--- src/rtl/lcd_pkg.sv ---
// Shared types, constants and address helpers for the HD44780-compatible bus responder.
// AC is kept in HD44780 DDRAM coordinates: line 0 = 0x00..0x27, line 1 = 0x40..0x67.
package lcd_pkg;

   typedef enum logic [1:0] {
      IDLE,
      EXEC,
      CLEARING
   } state_t;

   typedef enum logic [3:0] {
      CMD_NOP,
      CMD_CLEAR,
      CMD_HOME,
      CMD_ENTRY,
      CMD_DISP,
      CMD_SHIFT,
      CMD_FUNC,
      CMD_CGRAM,
      CMD_DDRAM
   } cmd_t;

   localparam logic [7:0] SPACE_CHAR = 8'h20;
   localparam logic [6:0] LINE2_BASE = 7'h40;
   localparam logic [6:0] LINE1_LAST = 7'h27;
   localparam logic [6:0] LINE2_LAST = 7'h67;

   // Instruction class is selected by the highest set bit of the byte.
   function automatic cmd_t cmd_decode(input logic [7:0] d);
      cmd_t c;
      if (d[7])      c = CMD_DDRAM;
      else if (d[6]) c = CMD_CGRAM;
      else if (d[5]) c = CMD_FUNC;
      else if (d[4]) c = CMD_SHIFT;
      else if (d[3]) c = CMD_DISP;
      else if (d[2]) c = CMD_ENTRY;
      else if (d[1]) c = CMD_HOME;
      else if (d[0]) c = CMD_CLEAR;
      else           c = CMD_NOP;
      return c;
   endfunction

   function automatic logic [6:0] ac_step(input logic [6:0] ac, input logic inc);
      logic [6:0] r;
      if (inc) begin
         if (ac == LINE1_LAST)      r = LINE2_BASE;
         else if (ac == LINE2_LAST) r = 7'h00;
         else                       r = ac + 7'd1;
      end else begin
         if (ac == 7'h00)           r = LINE2_LAST;
         else if (ac == LINE2_BASE) r = LINE1_LAST;
         else                       r = ac - 7'd1;
      end
      return r;
   endfunction

   // Holes in the address map snap down to the last valid column of their line.
   function automatic logic [6:0] ac_clamp(input logic [6:0] a);
      logic [6:0] r;
      r = a;
      if (!a[6] && (a > LINE1_LAST)) r = LINE1_LAST;
      if (a[6] && (a > LINE2_LAST))  r = LINE2_LAST;
      return r;
   endfunction

   function automatic logic ac_stored(input logic [6:0] ac);
      return (ac[5:4] == 2'b00);
   endfunction

   function automatic logic [4:0] ddram_index(input logic [6:0] ac);
      return {ac[6], ac[3:0]};
   endfunction

endpackage

--- src/rtl/lcd_ddram.sv ---
// 32x8 character store: one synchronous write port, one registered mirror read port,
// and one combinational port used to answer bus data reads at the current AC.
module lcd_ddram
   import lcd_pkg::*;
(
   input  logic       clk,
   input  logic       rst_n,
   input  logic       we_i,
   input  logic [4:0] waddr_i,
   input  logic [7:0] wdata_i,
   input  logic [4:0] mirror_addr_i,
   output logic [7:0] mirror_data_o,
   input  logic [4:0] bus_addr_i,
   output logic [7:0] bus_data_o
);

   logic [7:0] mem_q [0:31];
   logic [7:0] mirror_q;

   always_ff @(posedge clk) begin
      if (we_i) mem_q[waddr_i] <= wdata_i;
   end

   // Non-blocking read of mem_q returns the pre-write value on a same-cycle collision.
   always_ff @(posedge clk or negedge rst_n) begin
      if (!rst_n) mirror_q <= '0;
      else        mirror_q <= mem_q[mirror_addr_i];
   end

   assign mirror_data_o = mirror_q;
   assign bus_data_o    = mem_q[bus_addr_i];

endmodule

--- src/rtl/lcd_bus_responder.sv ---
// LCD-side end of an HD44780 parallel bus: decodes instructions, keeps a 2x16 DDRAM,
// models busy timing and answers status/data reads.
module lcd_bus_responder
   import lcd_pkg::*;
#(
   parameter int BUSY_CYCLES       = 1850,
   parameter int CLEAR_BUSY_CYCLES = 76000
) (
   input  logic       clk,
   input  logic       rst_n,
   input  logic [7:0] lcd_data,
   input  logic       lcd_rs,
   input  logic       lcd_rw,
   input  logic       lcd_e,
   output logic [7:0] lcd_dout,
   output logic       lcd_dout_en,
   output logic       busy,
   output logic [6:0] addr_counter,
   output logic       display_on,
   output logic       cursor_on,
   output logic       blink_on,
   output logic [2:0] func_bits,
   output logic       cmd_dropped,
   input  logic [4:0] rd_addr,
   output logic [7:0] rd_char
);

   localparam int MAX_CYC = (BUSY_CYCLES > CLEAR_BUSY_CYCLES) ? BUSY_CYCLES : CLEAR_BUSY_CYCLES;
   localparam int CW      = $clog2(MAX_CYC + 1);
   localparam logic [CW-1:0] BUSY_LOAD  = CW'(BUSY_CYCLES);
   localparam logic [CW-1:0] CLEAR_LOAD = CW'(CLEAR_BUSY_CYCLES);

   // e is synchronised; rs/rw/data get the same two-stage delay to stay aligned with it.
   logic       e_s1_q, e_s2_q, e_s3_q;
   logic       rs_s1_q, rs_s2_q, rw_s1_q, rw_s2_q;
   logic [7:0] data_s1_q, data_s2_q;

   always_ff @(posedge clk or negedge rst_n) begin
      if (!rst_n) begin
         e_s1_q    <= 1'b0;
         e_s2_q    <= 1'b0;
         e_s3_q    <= 1'b0;
         rs_s1_q   <= 1'b0;
         rs_s2_q   <= 1'b0;
         rw_s1_q   <= 1'b0;
         rw_s2_q   <= 1'b0;
         data_s1_q <= '0;
         data_s2_q <= '0;
      end else begin
         e_s1_q    <= lcd_e;
         e_s2_q    <= e_s1_q;
         e_s3_q    <= e_s2_q;
         rs_s1_q   <= lcd_rs;
         rs_s2_q   <= rs_s1_q;
         rw_s1_q   <= lcd_rw;
         rw_s2_q   <= rw_s1_q;
         data_s1_q <= lcd_data;
         data_s2_q <= data_s1_q;
      end
   end

   logic e_fall, e_rise, wr_strobe, rd_rise, rd_fall;
   assign e_fall    = e_s3_q & ~e_s2_q;
   assign e_rise    = ~e_s3_q & e_s2_q;
   assign wr_strobe = e_fall & ~rw_s2_q;
   assign rd_rise   = e_rise & rw_s2_q;
   assign rd_fall   = e_fall & rw_s2_q;

   state_t        state_q;
   logic [CW-1:0] cnt_q;
   logic          busy_q;
   logic [6:0]    ac_q;
   logic          id_q, disp_q, curs_q, blink_q, cg_mode_q;
   logic [2:0]    func_q;
   logic [7:0]    dout_q;
   logic          dout_en_q, dropped_q;
   logic          clr_active_q;
   logic [4:0]    clr_idx_q;

   cmd_t       cmd;
   logic       ram_we;
   logic [4:0] ram_waddr;
   logic [7:0] ram_wdata, ram_bus_data, ac_char;

   assign cmd = cmd_decode(data_s2_q);

   // The clear/reset fill owns the write port; bus writes cannot collide since busy is high.
   always_comb begin
      ram_we    = 1'b0;
      ram_waddr = ddram_index(ac_q);
      ram_wdata = data_s2_q;
      if (clr_active_q) begin
         ram_we    = 1'b1;
         ram_waddr = clr_idx_q;
         ram_wdata = SPACE_CHAR;
      end else if (wr_strobe && !busy_q && rs_s2_q && !cg_mode_q && ac_stored(ac_q)) begin
         ram_we = 1'b1;
      end
   end

   assign ac_char = ac_stored(ac_q) ? ram_bus_data : SPACE_CHAR;

   always_ff @(posedge clk or negedge rst_n) begin
      if (!rst_n) begin
         state_q      <= CLEARING;
         cnt_q        <= CLEAR_LOAD;
         busy_q       <= 1'b1;
         ac_q         <= '0;
         id_q         <= 1'b1;
         disp_q       <= 1'b0;
         curs_q       <= 1'b0;
         blink_q      <= 1'b0;
         cg_mode_q    <= 1'b0;
         func_q       <= 3'b000;
         dout_q       <= '0;
         dout_en_q    <= 1'b0;
         dropped_q    <= 1'b0;
         clr_active_q <= 1'b1;
         clr_idx_q    <= '0;
      end else begin
         dropped_q <= wr_strobe & busy_q;

         if (clr_active_q) begin
            clr_idx_q <= clr_idx_q + 5'd1;
            if (clr_idx_q == 5'd31) clr_active_q <= 1'b0;
         end

         case (state_q)
            IDLE: begin
               if (wr_strobe) begin
                  state_q <= EXEC;
                  cnt_q   <= BUSY_LOAD;
                  busy_q  <= 1'b1;
                  if (rs_s2_q) begin
                     if (!cg_mode_q) ac_q <= ac_step(ac_q, id_q);
                  end else begin
                     case (cmd)
                        CMD_CLEAR: begin
                           state_q      <= CLEARING;
                           cnt_q        <= CLEAR_LOAD;
                           clr_active_q <= 1'b1;
                           clr_idx_q    <= '0;
                           ac_q         <= '0;
                           id_q         <= 1'b1;
                        end
                        CMD_HOME: begin
                           state_q <= CLEARING;
                           cnt_q   <= CLEAR_LOAD;
                           ac_q    <= '0;
                        end
                        CMD_ENTRY: id_q <= data_s2_q[1];
                        CMD_DISP: begin
                           disp_q  <= data_s2_q[2];
                           curs_q  <= data_s2_q[1];
                           blink_q <= data_s2_q[0];
                        end
                        CMD_SHIFT: begin
                           if (!data_s2_q[3]) ac_q <= ac_step(ac_q, data_s2_q[2]);
                        end
                        CMD_FUNC:  func_q    <= data_s2_q[4:2];
                        CMD_CGRAM: cg_mode_q <= 1'b1;
                        CMD_DDRAM: begin
                           ac_q      <= ac_clamp(data_s2_q[6:0]);
                           cg_mode_q <= 1'b0;
                        end
                        default: ;
                     endcase
                  end
               end
            end
            EXEC, CLEARING: begin
               if (cnt_q <= CW'(1)) begin
                  state_q <= IDLE;
                  cnt_q   <= '0;
                  busy_q  <= 1'b0;
               end else begin
                  cnt_q <= cnt_q - CW'(1);
               end
            end
            default: begin
               state_q <= IDLE;
               busy_q  <= 1'b0;
            end
         endcase

         // Reads are served in any state; a data read advances AC when e drops.
         if (rd_rise) begin
            dout_en_q <= 1'b1;
            dout_q    <= rs_s2_q ? ac_char : {busy_q, ac_q};
         end
         if (e_fall) dout_en_q <= 1'b0;
         if (rd_fall && rs_s2_q) ac_q <= ac_step(ac_q, id_q);
      end
   end

   lcd_ddram u_ddram (
      .clk           (clk),
      .rst_n         (rst_n),
      .we_i          (ram_we),
      .waddr_i       (ram_waddr),
      .wdata_i       (ram_wdata),
      .mirror_addr_i (rd_addr),
      .mirror_data_o (rd_char),
      .bus_addr_i    (ddram_index(ac_q)),
      .bus_data_o    (ram_bus_data)
   );

   assign lcd_dout     = dout_q;
   assign lcd_dout_en  = dout_en_q;
   assign busy         = busy_q;
   assign addr_counter = ac_q;
   assign display_on   = disp_q;
   assign cursor_on    = curs_q;
   assign blink_on     = blink_q;
   assign func_bits    = func_q;
   assign cmd_dropped  = dropped_q;

endmodule

--- config.mk ---
export PLATFORM = sky130hd
export DESIGN_NAME = lcd_bus_responder
export DESIGN_NICKNAME = d
export VERILOG_FILES = /design/src/rtl/lcd_pkg.sv /design/src/rtl/lcd_ddram.sv /design/src/rtl/lcd_bus_responder.sv
export SDC_FILE = /design/constraint.sdc
export NUM_CORES = 1
export LEC_CHECK = 0
export ABC_AREA = 1
export BUFFER_PORTS_ARGS = -buffer_cell sky130_fd_sc_hd__buf_2
export CAP_MARGIN = 20
export CORE_MARGIN = 2
export CORE_UTILIZATION = 45
export DETAILED_ROUTE_END_ITERATION = 16
export PLACE_DENSITY = 0.67
export SLEW_MARGIN = 20
export SYNTH_ARGS = -nofsm -noshare
export SYNTH_HDL_FRONTEND = slang
export SYNTH_SLANG_ARGS = --single-unit
--- constraint.sdc ---
create_clock -name clk -period 3.89 [get_ports clk]
set_clock_uncertainty 0.2 [all_clocks]
set_input_delay 0.389 -clock clk [delete_from_list [all_inputs] [get_ports clk]]
set_output_delay 0.389 -clock clk [all_outputs]
set_load 0.05 [all_outputs]
# [Yosys cells after proc, flatten, opt, wreduce, memory -nomap -nowiden]
# Memory sizes are Yosys's and may differ from the RTL's. A register that Yosys moved wholly into a read port is not among the register bits.
# Index checks and enable logic that the tools add are counted.
[totals] regBits=74 ram_bits=256 input_bits=18 output_inout_bits=32 wordCells=149 mem_count=1
[memory_table] name="u_ddram.mem_q" depth=32 word_bits=8 rd=2 rd_clocked_by_memory_dff=1 write_ports=1 line_no="lcd_ddram.sv:17" source="logic [7:0] mem_q [0:31];"
[op_classes] add_sub_neg=4 magnitude_cmp=3 eq_ne=18 n_mux=59 n_bitwise=10 n_reduce_logical=30
[ops] op="$mux W7" n=14
[ops] op="$mux W17" n=4
[ops] op="$pmux W17 S2" n=1
[ops] op="$mux W5" n=6
[ops] op="$mux W8" n=3
[ops] op="$pmux W7 S3" n=1
[ops] op="$le A17 B1 Y1 const B" n=1
[ops] op="$sub A17 B1 Y17 const B" n=1
[ops] op="$eq A4 B3 Y1 const B" n=4
[ops] op="$reduce_and A4 Y1" n=4
[ops] op="$mux W1" n=15
[ops] op="$eq A7 B7 Y1 const B" n=2
[ops] op="$mux W2" n=6
[ops] op="$mux W3" n=4
[ops] op="$reduce_bool A2 Y1" n=6
[ops] op="$eq A4 B2 Y1 const B" n=2
[ops] op="$add A7 B1 Y7 const B" n=1
[ops] op="$eq A7 B6 Y1 const B" n=1
[ops] op="$gt A7 B6 Y1 const B" n=1
[ops] op="$gt A7 B7 Y1 const B" n=1
[ops] op="$logic_and A1 B1 Y1" n=7
[ops] op="$logic_not A7 Y1" n=1
[ops] op="$sub A7 B1 Y7 const B" n=1
[ops] op="$and A1 B1 Y1" n=6
[ops] op="19 further kinds" n=31

# [Depth between registers and ports, before layout]
# Gate-level depths: netlist of the first run.
[depth] depth_word=15 ltp_mapped=15 ltp_nobuf=13

# [Modules after synthesis]
# A second synthesis of the first run with hierarchy kept.
[hier_totals] hier_cells=2085 hier_area_um2=17713.2
[modules_own_cells] module="lcd_ddram" n_inst=1 cells_per_inst=1531 area_per_inst_um2=13534.2 seq_area_each_um2=7887.6
[modules_own_cells] module="lcd_bus_responder" n_inst=1 cells_per_inst=554 area_per_inst_um2=4179.0 seq_area_each_um2=1864.3

# [Least setup slack after synthesis of the first run]
# No wires, ideal clock.
[synth_path] kind="register to register" startpoint="register ac_q[5], in the netlist addr_counter[5]" endpoint="memory u_ddram.mem_q[11][0] (enable)" setup_ns=0.370 arrival_ns=1.936 required_ns=3.320 path_slack_ns=1.384 stages_incl_launch_ff=7 path_buffers=1 synth_period_minus_slack_ns=2.506 path_cell_list="dfrtp_1 > buf_2 > nor2_4 > inv_1 > o31ai_4 > nand3_2 > nor2_1"
[synth_via] elab_chain_cells=6
[synth_lines] element="start, declared" line_no="lcd_bus_responder.sv:72" source="logic [6:0] ac_q;"
[synth_lines] element="start signal, assigned" line_no="lcd_bus_responder.sv:135" source="if (!cg_mode_q) ac_q <= ac_step(ac_q, id_q);"
[synth_lines] element="start signal, assigned" line_no="lcd_bus_responder.sv:158" source="if (!data_s2_q[3]) ac_q <= ac_step(ac_q, data_s2_q[2]);"
[synth_lines] element="start signal, assigned" line_no="lcd_bus_responder.sv:163" source="ac_q <= ac_clamp(data_s2_q[6:0]);"
[synth_lines] element="$logic_not A2 Y1" line_no="lcd_pkg.sv:67" source="return (ac[5:4] == 2'b00);"
[synth_lines] element="$logic_and A1 B1 Y1" line_no="lcd_bus_responder.sv:96" source="end else if (wr_strobe && !busy_q && rs_s2_q && !cg_mode_q && ac_stored(ac_q)) begin"
[synth_lines] element="$mux W1" line_no="lcd_bus_responder.sv:96"
[synth_lines] element="$mux W1" line_no="lcd_bus_responder.sv:92" source="if (clr_active_q) begin"
[synth_lines] element="$mux W1" line_no="lcd_ddram.sv:21" source="if (we_i) mem_q[waddr_i] <= wdata_i;"
[synth_lines] element="$mux W1 (not written as such)" line_no="lcd_ddram.sv:21"
[synth_lines] element="end, declared" line_no="lcd_ddram.sv:17"
# No other way between the ends.

# [Worst setup path after layout of the first run]
[layout_path] startpoint="register clr_active_q" endpoint="memory u_ddram.mem_q[10][4] (enable)"
[layout_via] elab_chain_cells=3 word_cells_on_any_way=4 cone_classes="mux (4)"
[layout_lines] element="start, declared" line_no="lcd_bus_responder.sv:77" source="logic clr_active_q;"
[layout_lines] element="start signal, assigned" line_no="lcd_bus_responder.sv:118" source="clr_active_q <= 1'b1;"
[layout_lines] element="start signal, assigned" line_no="lcd_bus_responder.sv:125" source="if (clr_idx_q == 5'd31) clr_active_q <= 1'b0;"
[layout_lines] element="start signal, assigned" line_no="lcd_bus_responder.sv:141" source="clr_active_q <= 1'b1;"
[layout_lines] element="$mux W1" line_no="lcd_bus_responder.sv:92"
[layout_lines] element="$mux W1" line_no="lcd_ddram.sv:21"
[layout_lines] element="$mux W1 (not written as such)" line_no="lcd_ddram.sv:21"
# Parallel ways exist; a longest one is shown, timed or not.

==> flow_summary.ini, run 1 <==
[global_routing]
grt_pass1_vias = 13400
track_usage = 0.262
grt_pass1_wl_mm = 78.3
grt_max_degree = 163
overflow = 0
antenna_found_initial = 0

[placed_design]
placed_cell_area_um2 = 18000
hpwl_mm = 32.3
place.gp.congestion = 0.910
portBuffers = 49

[detailed_routing]
dr_total_vias = 14500
wl_per_cell_um = 21.0
post-route-drc-count = 0
routed_wl_mm = 52.2
ant_nets = 0
dr.pass1.iters = 6
vias_per_cell = 5.82
drtIter0Drc = 1801

[sta]
rsz0062_at_grt = false
final_hold_viol_count = 0
setup_viol = 0
fin_crit_ns = 2.76
tns_ns = 0
period_share = 0.709
slew_headroom = 0.370
worst_pin_slew_ns = 0.945
slew_viol_final = 0
clock.fmax_ghz = 0.362

[cts]
cts.sinks = 338
clk_latency_ns = 0.56
root_buffer = clkbuf_16
clk_path_buf_depth = 3
cts_max_level = 2
cts_tree = built
clkTransAtPathRegs_ns = 0.06
post_cts_buffers = 0
cts_buffers = 38

[final_layout]
diodes = 0
fillCellCount = 3408
final_nets = 1975
multiInputGateArea_um2 = 6410
layout_common_cells = nand2_1, nor2_1, edfxtp_1
final_common_cell = nand2_1
drive_above_1_share = 0.121
area_growth_pct = 12.4
final_area_um2 = 19400
final_util = 0.515
seq_area_um2 = 9760

[floorplan]
coreArea_um2 = 37800
die_x_um = 200
fp-row-count = 71
die_area_um2 = 40000
start_util = 0.458
die_h_um = 200
ios = 50

[setup_path]
cp_max_fo = 24
startpoint = clr_active_q$_DFF_PN1_
r2r_start = clr_active_q$_DFF_PN1_
crit_buf_inv = 1
cp-end-kind = flop
r2r_slack_ns = 1.13
crit_family = flip-flops
worstPathArrival_ns = 2.75
setup.worst_path.class = flop to flop
path_cells = inv_1 > a21oi_2 > nand2_1 > nor2_1
worst_path_max_delay_cell = dfstp_2
critPathRequiredTime_ns = 3.88
critPathLaunchType = flop
cpPeakStageDelay_ns = 0.85

[synthesis]
syn_inst = 1907
synth_top_family_by_area = simple AND/OR/NAND/NOR gates
synth_xor_area_frac = 0.00912
synthMuxAreaShare = 0
ys_types = 48
synthSimpleGateAreaFrac = 0.215
synth_compound_area_frac = 0.139
ys_ff_latch = 338
avgSynthCellArea_um2 = 9.07
yosys_warnings = 0
synth_fa_ha_area_frac = 0.00579
synth_nets = 1933
synth_area_um2 = 17300
ys_seq_area_frac = 0.564

[power]
ir_worst_vdd_uv = 459
p_seq_frac = 0.355
switchingPower_mw = 4.71
power.share.clock = 0.307
pwr-share-comb = 0.338
p_sw_frac = 0.388
pwr_density_cell_nw_per_um2 = 625
intPower_mw = 7.42
p_leak_nw = 7.54

[min_path]
hold_start = rs_s1_q$_DFF_PN0_
hold_path_class = flop to flop

[run_status]
outcome = complete, no violations

[job]
maxCapViolations = 0
metrics by stage:
| step | hold WS, ns | instances | setup slack, ns | total power [mW] |
|---|---|---|---|---|
| after floorplan | -0.107 | 1907 | 1.38 | 7.24 |
| after CTS | 0.142 | 2490 | 1.16 | 12.1 |
| after global routing | 0.148 | 2490 | 0.983 | 12.7 |
| final | 0.142 | 2490 | 1.13 | 12.1 |
| after global placement | 0.135 | 2407 | 1.25 | 8.32 |
| after detailed placement | 0.136 | 2407 | 1.16 | 8.38 |
final cells by class:
cell class / instances / area share
Clock buffer: 58 / 0.0602
Clock inverter: 12 / 0.00670
Inverter: 125 / 0.0246
Multi-Input combinational cell: 1329 / 0.330
Sequential cell: 338 / 0.502
Tap cell: 511 / 0.0329
Timing Repair Buffer: 117 / 0.0439
path summary, 6_finish.rpt:
path / to / depth (start not counted)
min in group asynchronous: data_s1_q[4]$_DFF_PN0_ / 2
setup reg to reg: u_ddram.mem_q[10][4]$_DFFE_PP_ / 4
hold reg to reg: rs_s2_q$_DFF_PN0_ / 0
max in group asynchronous: cnt_q[13]$_DFFE_PN1P_ / 3
hold / removal: rs_s2_q$_DFF_PN0_ / 0
setup / recovery: u_ddram.mem_q[10][4]$_DFFE_PP_ / 4
state kept, by name, summed over array words and instances, names as in the netlist, 2 cells and up:
signal,flops
u_ddram.mem_q,256
cnt_q,17
data_s1_q,8
data_s2_q,8
lcd_dout,8
u_ddram.mirror_data_o,8
addr_counter,7
clr_idx_q,5
func_bits,3
state_q,2
cell families (layout without fill, tap and decap cells):
| family | count (synthesis) | in the layout |
|---|---|---|
| and+or+nand+nor | 872 | 872 |
| xor gates and xnor gates | 18 | 18 |
| buffers and inverters | 240 | 312 |
| DFF | 338 | 338 |
| adders and majority gates | 8 | 8 |
| AOI/OAI and AO/OA | 431 | 431 |
layer usage:
metal,global-route usage,part of all wire,vias to the layer above,wire (µm)
li1,-,-,6633,-
met1,0.356,0.39,6893,20500
met2,0.419,0.47,856,24300
met3,0.0489,0.11,121,5610
met4,0.102,0.034,0,1780
met5,0,0,-,0
power by group through the flow:
stage	clock (mW)	combinational, mW	sequential (mW)
6_report	3.73	4.10	4.31
3_3_place_gp	0	3.95	4.37
2_1_floorplan	0	2.64	4.60
3_5_place_dp	0	4.00	4.38
4_1_cts	3.77	4.03	4.31
5_1_grt	3.90	4.43	4.34
cell usage after synthesis (all sizes together):
cell type  instances  area, µm²
a22oi              3       22.5
nand3            166        868
o221ai            23        201
ha                 8        100
a21oi             84        435
and2               6       37.5
dfstp             10        263
a211oi             2       15.0
buf               81        554
o22ai             11       68.8
nor2             334       1310
o211ai            40        300
edfxtp           256       7690
nand4              9       71.3
a31oi              5       31.3
nand3b             2       15.0
nand2            342       1330
or2                5       31.3
nor3               8       45.0
xor2              12        105
inv              123        467
clkinv             2       8.75
xnor2              6       52.6
dfrtp             72       1800
o21ai            262       1320
o31ai              1       21.3
clkbuf            34        130
repair_timing:
item	in CTS	in global routing
endpoints found under the hold margin	77	0
resized for setup	0	0
hold buffers	13	0
(Power assumes the default switching activity.)
==> inputs of run 2 (changes only) <==
--- a/config.mk
+++ b/config.mk
@@ -11,7 +11,7 @@
 export CORE_MARGIN = 2
 export CORE_UTILIZATION = 45
 export DETAILED_ROUTE_END_ITERATION = 16
-export PLACE_DENSITY = 0.67
+export PLACE_DENSITY = 0.69
 export SLEW_MARGIN = 20
 export SYNTH_ARGS = -nofsm -noshare
 export SYNTH_HDL_FRONTEND = slang
==> constraint.sdc (replaced) <==
create_clock -name clk -period 2.2 [get_ports clk]
set_clock_uncertainty 0.2 [all_clocks]
set_input_delay 0.22 -clock clk [delete_from_list [all_inputs] [get_ports clk]]
set_output_delay 0.22 -clock clk [all_outputs]
set_load 0.05 [all_outputs]
==> run 2 against run 1 <==
  * The run now ends with setup timing left
  * Total power rose by 90%
  * Wire length rose by 7.5%
  * Flip-flop and latch count did not move
  * Maximum frequency rose by 25%
  * Clock power rose by 72%
  * Final cell count rose by 2.5%
  * Via count rose by 3.5%
  * Register-to-register slack got worse by 1.1 ns
  * Critical endpoint is now u_ddram.mem_q[19][0]$_DFFE_PP_
==> flow_summary.ini, run 2 (synthesis gave the netlist of run 1 again) <==
[run_status]
outcome = complete, but fails checks
violations = setup timing

[sta]
slew_headroom = 0.542
tns_ns = -0.0663
period_share = 1.00
final_hold_viol_count = 0
slew_viol_final = 0
setup_viol = 9
setup_ws_ns = -0.00885
rsz0062_at_grt = true
worst_pin_slew_ns = 0.685
fin_crit_ns = 2.21
clock.fmax_ghz = 0.453

[detailed_routing]
dr.pass1.iters = 6
dr_total_vias = 15000
ant_nets = 0
routed_wl_mm = 56.1
drtIter0Drc = 2428
wl_per_cell_um = 22.0
post-route-drc-count = 0
vias_per_cell = 5.88

[cts]
clk_latency_ns = 0.56
clkTransAtPathRegs_ns = 0.06
cts_tree = built
clk_path_buf_depth = 3
cts_max_level = 2
cts_buffers = 37
root_buffer = clkbuf_16
cts.sinks = 338

[setup_path]
r2r_start = e_s3_q$_DFF_PN0_
cp_common_cell = buf_12
startpoint = e_s3_q$_DFF_PN0_
worst_path_max_delay_cell = dfrtp_1
crit_family = simple AND/OR/NAND/NOR gates
critPathRequiredTime_ns = 2.22
critPathLaunchType = flop
cpPeakStageDelay_ns = 0.35
cp.depth = 8
worstPathArrival_ns = 2.22
r2r_slack_ns = -0.009
setup.worst_path.class = flop to flop
path_cells = inv_2 > nor3_4 > nand3_2 > o31ai_4 > buf_12 > nand3_4 > buf_12 > nor2_4
crit_buf_inv = 3
reg2reg_depth = 8
r2r_end = u_ddram.mem_q[19][0]$_DFFE_PP_
cp-end-kind = flop
cp_max_fo = 8

[power]
total_power_mw = 23.0
p_leak_nw = 8.05
ir_worst_vdd_uv = 658
pwr_density_cell_nw_per_um2 = 1110

[placed_design]
dp.cells = 2448
portBuffers = 49
place.gp.congestion = 0.930
placed_cell_area_um2 = 18900
dp_slack_ns = -0.0761
hpwl_mm = 36.2

[final_layout]
layout.cells.non_filler = 2553
final_common_cell = nand2_1
area_growth_pct = 20.5
drive_above_1_share = 0.173
largest_register = u_ddram.mem_q
largest_reg_flops = 256
diodes = 0
layout_common_cells = nand2_1, nor2_1, edfxtp_1
final_area_um2 = 20800
final_nets = 2040
largestRegisters = u_ddram.mem_q: 256 flops, cnt_q: 17 flops

[floorplan]
ios = 50
coreArea_um2 = 37800
fp-row-count = 71
die_area_um2 = 40000
die_h_um = 200
die_x_um = 200
start_util = 0.458

[job]
maxCapViolations = 0

[global_routing]
track_usage = 0.278
overflow = 0
grt_pass1_vias = 13900
grt_pass1_wl_mm = 82.9
grt_max_degree = 72
antenna_found_initial = 1

[min_path]
hold_path_class = primary input to asynchronous set/reset pin
## run 2: cell types whose count changed in the layout (fill, tap and decap cells not counted), sizes merged
cell,before,now
bufinv,2,5
clkbuf,58,53
buf,104,162
clkinv,6,10
dlygate4sd3,13,15
clkinvlp,2,3
## run 2: power by group
group / internal, mW / switching (mW) / total [mW]
Combinational: 3.06 / 6.00 / 9.06
Sequential: 7.24 / 0.323 / 7.57
Clock: 3.85 / 2.56 / 6.42
## run 2: per-stage QoR
step	util	hold slack, ns
finish	0.552	0.00232
global route	0.552	0.0375
global placement	0.501	0.0498
floorplan	-	-0.276
detailed placement	0.501	0.0532
CTS	0.541	0.00527
## run 2: worst max-delay path by stage
stage                                                 to  slack [ns]
after global placement     u_ddram.mem_q[8][3]$_DFFE_PP_       -0.04
after CTS                  u_ddram.mem_q[0][5]$_DFFE_PP_       0.002
after global routing      u_ddram.mem_q[19][4]$_DFFE_PP_       -0.08
after detailed placement  u_ddram.mem_q[31][1]$_DFFE_PP_       -0.08
after floorplan           u_ddram.mem_q[11][0]$_DFFE_PP_       -0.12
final                     u_ddram.mem_q[19][0]$_DFFE_PP_      -0.009
## run 2: what timing repair did
| action | CTS | global route |
|---|---|---|
| pin swaps | 9 | 24 |
| resized for setup | 4 | 41 |
| endpoints found under the hold margin | 94 | 0 |
| endpoints found under the setup margin | 249 | 275 |
| cloned | 0 | 6 |
| setup buffers | 5 | 12 |
| hold buffers | 15 | 0 |
## run 2: per-layer routing
layer | share of wire | vias up | GRT usage | routed length [µm]
li1 | - | 6784 | - | -
met1 | 0.39 | 7153 | 0.387 | 21800
met2 | 0.46 | 933 | 0.436 | 25700
met3 | 0.12 | 146 | 0.0514 | 6460
met4 | 0.038 | 0 | 0.105 | 2150
met5 | 0 | - | 0 | 0
## run 2: layout make-up
type | instances | area (µm²)
Clock buffer | 47 | 1010
Clock inverter | 20 | 245
Fill cell | 3264 | 16900
Inverter | 125 | 485
Multi-Input combinational cell | 1329 | 6800
Sequential cell | 338 | 9760
Tap cell | 511 | 639
Timing Repair Buffer | 183 | 1900
